==> config.mk <==
export PLATFORM = sky130hd
export DESIGN_NAME = deserializer_sipo
export DESIGN_NICKNAME = d
export VERILOG_FILES = /design/src/rtl/deserializer_sipo.sv
export SDC_FILE = /design/constraint.sdc
export NUM_CORES = 1
export LEC_CHECK = 0
export CAP_MARGIN = 10
export CORE_MARGIN = 2
export CORE_UTILIZATION = 56
export DETAILED_ROUTE_END_ITERATION = 10
export PLACE_DENSITY = 0.8
export RECOVER_POWER = 50
export SLEW_MARGIN = 20
export SYNTH_ARGS = -nofsm -noshare
export SYNTH_HDL_FRONTEND = slang
export SYNTH_SLANG_ARGS = --single-unit
export TNS_END_PERCENT = 5
==> constraint.sdc <==
create_clock -name clk -period 2.6 [get_ports clk]
set_input_delay 0.26 -clock clk [delete_from_list [all_inputs] [get_ports clk]]
set_output_delay 0.26 -clock clk [all_outputs]
set_load 0.1 [all_outputs]
==> src/rtl/deserializer_sipo.sv <==
`default_nettype none
// ============================================================================
// Module : deserializer_sipo
// Brief  : Serial-in/parallel-out receive stage. Frames are start bit, LSB-first
//          data, optional even parity, and stop bit. Words leave on valid/ready.
// Rev    : 1.0  initial release
// ============================================================================
module deserializer_sipo #(
    parameter int DATA_WIDTH = 8,
    parameter int PARITY_EN  = 0
) (
    input  logic                  clk,
    input  logic                  rst,
    input  logic                  bit_en,
    input  logic                  srl_in,
    output logic [DATA_WIDTH-1:0] data_out,
    output logic                  valid,
    input  logic                  ready,
    output logic                  frame_err,
    output logic                  parity_err,
    output logic                  overrun
);

    localparam int c_CNT_W = (DATA_WIDTH > 1) ? $clog2(DATA_WIDTH) : 1;
    localparam logic [c_CNT_W-1:0] c_CNT_LAST = c_CNT_W'(DATA_WIDTH - 1);

    typedef enum logic [2:0] {
        S_IDLE   = 3'd0,
        S_DATA   = 3'd1,
        S_PARITY = 3'd2,
        S_STOP   = 3'd3,
        S_RESYNC = 3'd4
    } state_t;

    state_t                  r_state;
    state_t                  w_state_nxt;
    logic [c_CNT_W-1:0]      r_cnt;
    logic [c_CNT_W-1:0]      w_cnt_nxt;
    logic [DATA_WIDTH-1:0]   r_shreg;
    logic [DATA_WIDTH-1:0]   w_shreg_nxt;
    logic                    r_perr;
    logic                    w_perr_nxt;
    logic                    w_good;
    logic                    w_ferr;
    logic                    w_pfail;

    logic [DATA_WIDTH-1:0]   r_data;
    logic                    r_valid;
    logic                    r_frame_err;
    logic                    r_parity_err;
    logic                    r_overrun;

    // Next-state and frame-completion decode; everything advances only on bit_en.
    always_comb begin
        w_state_nxt = r_state;
        w_cnt_nxt   = r_cnt;
        w_shreg_nxt = r_shreg;
        w_perr_nxt  = r_perr;
        w_good      = 1'b0;
        w_ferr      = 1'b0;
        w_pfail     = 1'b0;
        if (bit_en) begin
            case (r_state)
                S_IDLE: begin
                    if (!srl_in) begin
                        w_state_nxt = S_DATA;
                        w_cnt_nxt   = '0;
                        w_perr_nxt  = 1'b0;
                    end
                end
                S_DATA: begin
                    w_shreg_nxt = {srl_in, r_shreg[DATA_WIDTH-1:1]};
                    w_cnt_nxt   = r_cnt + 1'b1;
                    if (r_cnt == c_CNT_LAST) begin
                        w_state_nxt = (PARITY_EN != 0) ? S_PARITY : S_STOP;
                    end
                end
                S_PARITY: begin
                    w_perr_nxt  = (^r_shreg) ^ srl_in;
                    w_state_nxt = S_STOP;
                end
                S_STOP: begin
                    // A bad stop bit outranks a parity mismatch.
                    if (!srl_in) begin
                        w_ferr      = 1'b1;
                        w_state_nxt = S_RESYNC;
                    end else begin
                        if ((PARITY_EN != 0) && r_perr) begin
                            w_pfail = 1'b1;
                        end else begin
                            w_good = 1'b1;
                        end
                        w_state_nxt = S_IDLE;
                    end
                end
                S_RESYNC: begin
                    if (srl_in) begin
                        w_state_nxt = S_IDLE;
                    end
                end
                default: begin
                    w_state_nxt = S_IDLE;
                end
            endcase
        end
    end

    always_ff @(posedge clk) begin
        if (rst) begin
            r_state      <= S_IDLE;
            r_cnt        <= '0;
            r_shreg      <= '0;
            r_perr       <= 1'b0;
            r_data       <= '0;
            r_valid      <= 1'b0;
            r_frame_err  <= 1'b0;
            r_parity_err <= 1'b0;
            r_overrun    <= 1'b0;
        end else begin
            r_state      <= w_state_nxt;
            r_cnt        <= w_cnt_nxt;
            r_shreg      <= w_shreg_nxt;
            r_perr       <= w_perr_nxt;
            r_frame_err  <= w_ferr;
            r_parity_err <= w_pfail;
            r_overrun    <= w_good && r_valid && !ready;
            // A good frame may load in the same cycle the held word transfers.
            if (w_good && (!r_valid || ready)) begin
                r_data  <= r_shreg;
                r_valid <= 1'b1;
            end else if (r_valid && ready) begin
                r_valid <= 1'b0;
            end
        end
    end

    assign data_out   = r_data;
    assign valid      = r_valid;
    assign frame_err  = r_frame_err;
    assign parity_err = r_parity_err;
    assign overrun    = r_overrun;

endmodule
`default_nettype wire

==> results of run 1 <==
## kinds of logic (layout without fill, tap and decap cells)
logic type | after synthesis | in the layout | synth area share [%]
simple gates | 44 | 44 | 21.33
other cells | 1 | 1 | 0.3330
buf+inv | 14 | 25 | 7.666
compound gates | 18 | 18 | 9.778
fa+ha+maj | 2 | 2 | 2.222
flops | 25 | 25 | 44.44
mux | 16 | 16 | 14.22
## report_power, final
part,internal [mW],leakage (nW),switching (mW)
registers,0.387,0.202,0.00760
clock network,0.0599,0.0150,0.109
logic,0.0179,0.196,0.0290
## metal layers
metal / vias up / track usage, %
met5: - / 0
met4: 0 / 8.571
met3: 4 / 3.374
met2: 16 / 29.91
met1: 398 / 22.35
li1: 431 / -
## layout by cell type, fill, tap and decap left out, drive strengths merged, types with 3 or more instances in the layout
cell / synthesis / final
o21ai: 5 / 5
dfxtp: 25 / 25
clkdlybuf4s50: 0 / 3
nor2: 11 / 11
nand2: 17 / 17
nand2b: 4 / 4
a21oi: 8 / 8
mux2i: 16 / 16
clkbuf: 2 / 15
inv: 4 / 4
## metrics by stage
step / hold WS (ns) / area (sq um) / total power, mW / util [%]
2_1_floorplan: 0.3380 / 1126 / 0.4432 / -
3_3_place_gp: 0.4423 / 1226 / 0.4493 / 63.80
3_5_place_dp: 0.4499 / 1226 / 0.4510 / 63.80
4_1_cts: 0.4677 / 1252 / 0.6172 / 65.17
5_1_grt: 0.4815 / 1196 / 0.6353 / 62.24
6_report: 0.4623 / 1196 / 0.6100 / 62.24
## area by class of cell
class	instances	area, sq um	area share, %
inverter	4	15.01	1.255
tap	27	33.78	2.824
timing repair buffer	17	96.34	8.054
clock buffer	4	26.28	2.197
sequential	25	500.5	41.84
multi-input combinational	81	524.3	43.83
## final timing paths
check                    from     endpoint  slack (ns)  cells past startpoint
setup / recovery        valid        valid        0.80                      1
hold / removal    data_out[5]  data_out[5]        0.46                      2
setup reg to reg   r_state[0]   r_shreg[0]        0.99                      3
hold reg to reg   data_out[5]  data_out[5]        0.46                      2
## flip-flops by register name (all words and copies together) (netlist names)
register and cells:
data_out 8, valid 1, overrun 1, r_cnt 3, r_state 3, frame_err 1, r_shreg 8
==> reports/metrics.yaml, run 1 <==
placement:
  portBuffers: 15
  dpl.hpwl_um: 1438
  place_congestion: 0.7675
  dp_slack_ns: 0.6935
  dp.cells: 154
layout:
  drive_above_1_share_pct: 5.344
  layout.cells.non_filler: 158
  diodes: 0
  nets: 139
  layout-area-overhead-vs-synth_pct: 6.222
  fillers: 194
global_route:
  grt_pass1_wl_um: 3346
  antenna_found_initial: 0
  overflow: 0
  grt_pass1_vias: 762
  grtUsageTotal_pct: 17.96
  grt_max_degree: 19
sta:
  slew_viol_final: 0
  fmax_mhz: 556.4
  final_hold_viol_count: 0
  period_minus_slack_ns: 1.797
  slew_headroom_pct: 22.41
  setup_tns_ns: 0
  setup_viol: 0
  tightest_slew_ns: 1.169
  rsz0062_at_grt: "no"
  fin_ws_ns: 0.8029
  finalClockSkew_ns: 0.005137
  fin_crit_sh_pct: 69.12
detailed_routing:
  postRouteAntennaNets: 0
  wl_met1_um: 1014
  drc_errors: 0
  routed_wl_um: 2038
  vias: 849
  avgRoutedWirePerCell_um: 12.90
  viasPerCell: 5.373
  detail_route.iter0.violations: 13
  dr_wl_met3_um: 65
  top_layer: "met4"
  firstDrtPassIters: 4
  routed-wl-met2_um: 931
synthesis:
  yosys_warnings: 0
  yosys_most_used_dff: "dfxtp_1"
  synth_top_area_cell: "dfxtp_1"
  synth.yosys.seq_area_share_pct: 44.44
  yosys-top-cells-area: "dfxtp_1 (44%), mux2i_1 (14%), nand2_1 (5.7%)"
  synth-edff-count: 0
  avgSynthCellArea_sq_um: 9.384
  syn_nets: 127
  async_reset_ff_share_pct: 0
  ys_top_cells_by_count: "dfxtp_1 (25), nand2_1 (17), mux2i_1 (16)"
  yosysTopAreaCellShare_pct: 44.44
  syn_area_sq_um: 1126
  synth.distinct_cells: 30
  synth.most_common_cell: "dfxtp_1"
  synth_cells: 120
  ys_ff_latch: 25
floorplanning:
  initial_core_util_pct: 58.59
  die-area_sq_um: 2385
  core-area_sq_um: 1922
  die_h_um: 48.84
  row_count: 16
  fp.dieW_um: 48.84
  pin_count: 17
clock_network:
  post-cts-setup-buffers: 0
  cts_resized: 0
  clockBufferDepth: 2
  htreeDepth: 1
  cts_made_buffers: 3
  cts_tree: "built"
  cts_hold_buf: 0
  path_clk_slew_ns: 0.13
  cts_root_buffer: "clkbuf_4"
  numClockSinks: 25
  insertion_delay_ns: 0.31
critical_path:
  worst_setup_path_start_kind: "flip-flop"
  cp_top_family: "buffers and inverters"
  worst-path-buf-inv: 1
  max_stage_delay_ns: 0.87
  crit_slowest_cell: "clkbuf_1"
  required_ns: 2.34
  critPathCaptureType: "output pin"
  worstSetupPathType: "reg2out"
  crit_chain: "clkbuf_1"
  crit_fanout: 2
  cp.arrival_ns: 1.54
power_and_ir_drop:
  vdd_drop_max_v: 0.0002847
  p_leak_nw: 0.4132
  powerDensity_nw_per_um2: 510.0
run:
  maxCapViolations: 0
status:
  status: "complete, no violations"
min_path:
  hp-class: "reg2reg"
Note: power is estimated with default switching activity, not from simulation.
==> run 2, diff against run 1 <==
--- a/config.mk
+++ b/config.mk
@@ -7,9 +7,9 @@
 export LEC_CHECK = 0
 export CAP_MARGIN = 10
 export CORE_MARGIN = 2
-export CORE_UTILIZATION = 56
+export CORE_UTILIZATION = 52
 export DETAILED_ROUTE_END_ITERATION = 10
-export PLACE_DENSITY = 0.8
+export PLACE_DENSITY = 0.75
 export RECOVER_POWER = 50
 export SLEW_MARGIN = 20
 export SYNTH_ARGS = -nofsm -noshare
==> constraint.sdc (replaced) <==
create_clock -name clk -period 1.7 [get_ports clk]
set_input_delay 0.17 -clock clk [delete_from_list [all_inputs] [get_ports clk]]
set_output_delay 0.17 -clock clk [all_outputs]
set_load 0.1 [all_outputs]
==> reports/metrics.yaml, run 2 (same netlist as run 1, synthesis figures left out) <==
detailed_routing:
  drc_errors: 0  # unchanged
  postRouteAntennaNets: 0  # unchanged
  detail_route.iter0.violations: 5  # -8
  vias: 825  # -2.8%
  avgRoutedWirePerCell_um: 12.01  # -6.9%
  firstDrtPassIters: 2  # -2
  viasPerCell: 5.124  # -4.6%
  routed_wl_um: 1934  # -5.1%
floorplanning:
  initial_core_util_pct: 56.25  # -2.3 points
  fp.dieW_um: 50.54  # +3.5%
  die-area_sq_um: 2554  # +7.1%
  row_count: 16  # unchanged
  pin_count: 17  # unchanged
  die_h_um: 50.54  # +3.5%
  core-area_sq_um: 2002  # +4.2%
clock_network:
  numClockSinks: 25  # unchanged
  cts_made_buffers: 3  # unchanged
  cts_root_buffer: "clkbuf_4"
  clockBufferDepth: 2  # unchanged
  path_clk_slew_ns: 0.12  # about the same
  htreeDepth: 1  # unchanged
  post-cts-setup-buffers: 0  # unchanged
  cts_tree: "built"
  cts_resized: 0  # unchanged
  cts_hold_buf: 0  # unchanged
  insertion_delay_ns: 0.31  # about the same
power_and_ir_drop:
  powerDensity_nw_per_um2: 753.7  # +48%
  vdd_drop_max_v: 0.0004035  # +42%
  p_leak_nw: 0.4642  # +12%
placement:
  portBuffers: 15  # unchanged
  dp_slack_ns: 0.07924  # -0.6142 ns
  place_area_sq_um: 1261  # +2.9%
  place_congestion: 0.7428  # -3.2%
  dpl.hpwl_um: 1410  # -1.9%
layout:
  nets: 142  # +2.2%
  layout-area-overhead-vs-synth_pct: 9.222
  final_cell_area_sq_um: 1230  # +2.8%
  layout_common_cells: "dfxtp_1 (25), nand2_1 (17), mux2i_1 (16)"
  drive_above_1_share_pct: 16.42  # +11 points
  diodes: 0  # unchanged
  final_common_cell: "dfxtp_1"
critical_path:
  r2r.worst_path.cells: 4  # +1
  reg2reg_setup_slack_ns: 0.19  # -0.80 ns
  r2r-start: "r_state[0]"
  crit_fanout: 14  # +12
  cp.arrival_ns: 1.75  # +0.21 ns
  worst_setup_path_start_kind: "flip-flop"
  reg2reg_to: "data_out[0]"
  critPathCaptureType: "flip-flop"
  worstSetupPathType: "reg2reg"
  required_ns: 1.94  # -0.40 ns
sta:
  final_hold_viol_count: 0  # unchanged
  period_minus_slack_ns: 1.511
  setup_tns_ns: 0  # unchanged
  fin_crit_sh_pct: 88.87
  fmax_mhz: 661.9
  rsz0062_at_grt: "no"
  slew_headroom_pct: 63.87  # +41 points
  tightest_slew_ns: 0.5443  # -0.6245 ns
  setup_viol: 0  # unchanged
  slew_viol_final: 0  # unchanged
  fin_ws_ns: 0.1891  # -0.6137 ns
  finalClockSkew_ns: 0.004988  # -0.0001495 ns
global_route:
  overflow: 0  # unchanged
  grt_pass1_wl_um: 3160  # -5.6%
  grt_pass1_vias: 727  # -4.6%
  antenna_found_initial: 0  # unchanged
  grt_max_degree: 19  # unchanged
  grtUsageTotal_pct: 16.47  # -1.5 points
status:
  status: "complete, no violations"
run:
  maxCapViolations: 0  # unchanged
min_path:
  hp-start: "data_out[3]"
  hp-class: "reg2reg"
  min_to: "data_out[3]"
  hold_path_depth: 2  # unchanged
==> run 2: layout make-up <==
cell class,instances,area (sq um)
sequential,25,500.5
inverter,4,15.01
clock buffer,4,26.28
tap,27,33.78
timing repair buffer,20,130.1
fill,182,772.0
multi-input combinational,81,524.3
==> run 2: critical path, cell delays in order (launching register included) <==
cell,delay [ns]
dfxtp_1,0.59
nand4b_1,0.23
nor3b_2,0.20
buf_4,0.21
mux2i_1,0.21
==> run 2: worst max path at each step <==
| stage | start | end | slack (ns) | cells after the start |
|---|---|---|---|---|
| finish | r_state[0] | data_out[0] | 0.19 | 4 |
| global route | r_state[0] | data_out[1] | 0.05 | 4 |
| CTS | r_state[0] | data_out[0] | 0.22 | 4 |
| detailed placement | bit_en | data_out[0] | 0.08 | 5 |
| global placement | bit_en | r_shreg[2] | 0.15 | 5 |
| floorplan | valid | data_out[0] | 0.05 | 4 |
==> run 2: report_power, final <==
part           switching [mW]  total (mW)  internal, mW
Clock                   0.157       0.248        0.0915
Combinational          0.0452      0.0766        0.0314
Sequential             0.0111       0.602         0.591
==> run 2: through the flow <==
stage | std cells | utilization (%) | power (mW) | hold slack [ns]
final | 161 | 61.44 | 0.9270 | 0.4650
after global routing | 161 | 61.44 | 0.9769 | 0.4812
after CTS | 161 | 64.31 | 0.9531 | 0.4682
after detailed placement | 157 | 63.00 | 0.6988 | 0.4470
after global placement | 157 | 63.00 | 0.6963 | 0.4428
after floorplan | 120 | - | 0.6778 | 0.2480
==> run 2: layer usage <==
layer  up-vias  global-route usage [%]  wire [um]
li1        438                       -          -
met1       372                   21.36        993
met2        13                   27.19        873
met3         2                   2.679         57
met4         0                   6.757          8
met5         -                       0          0
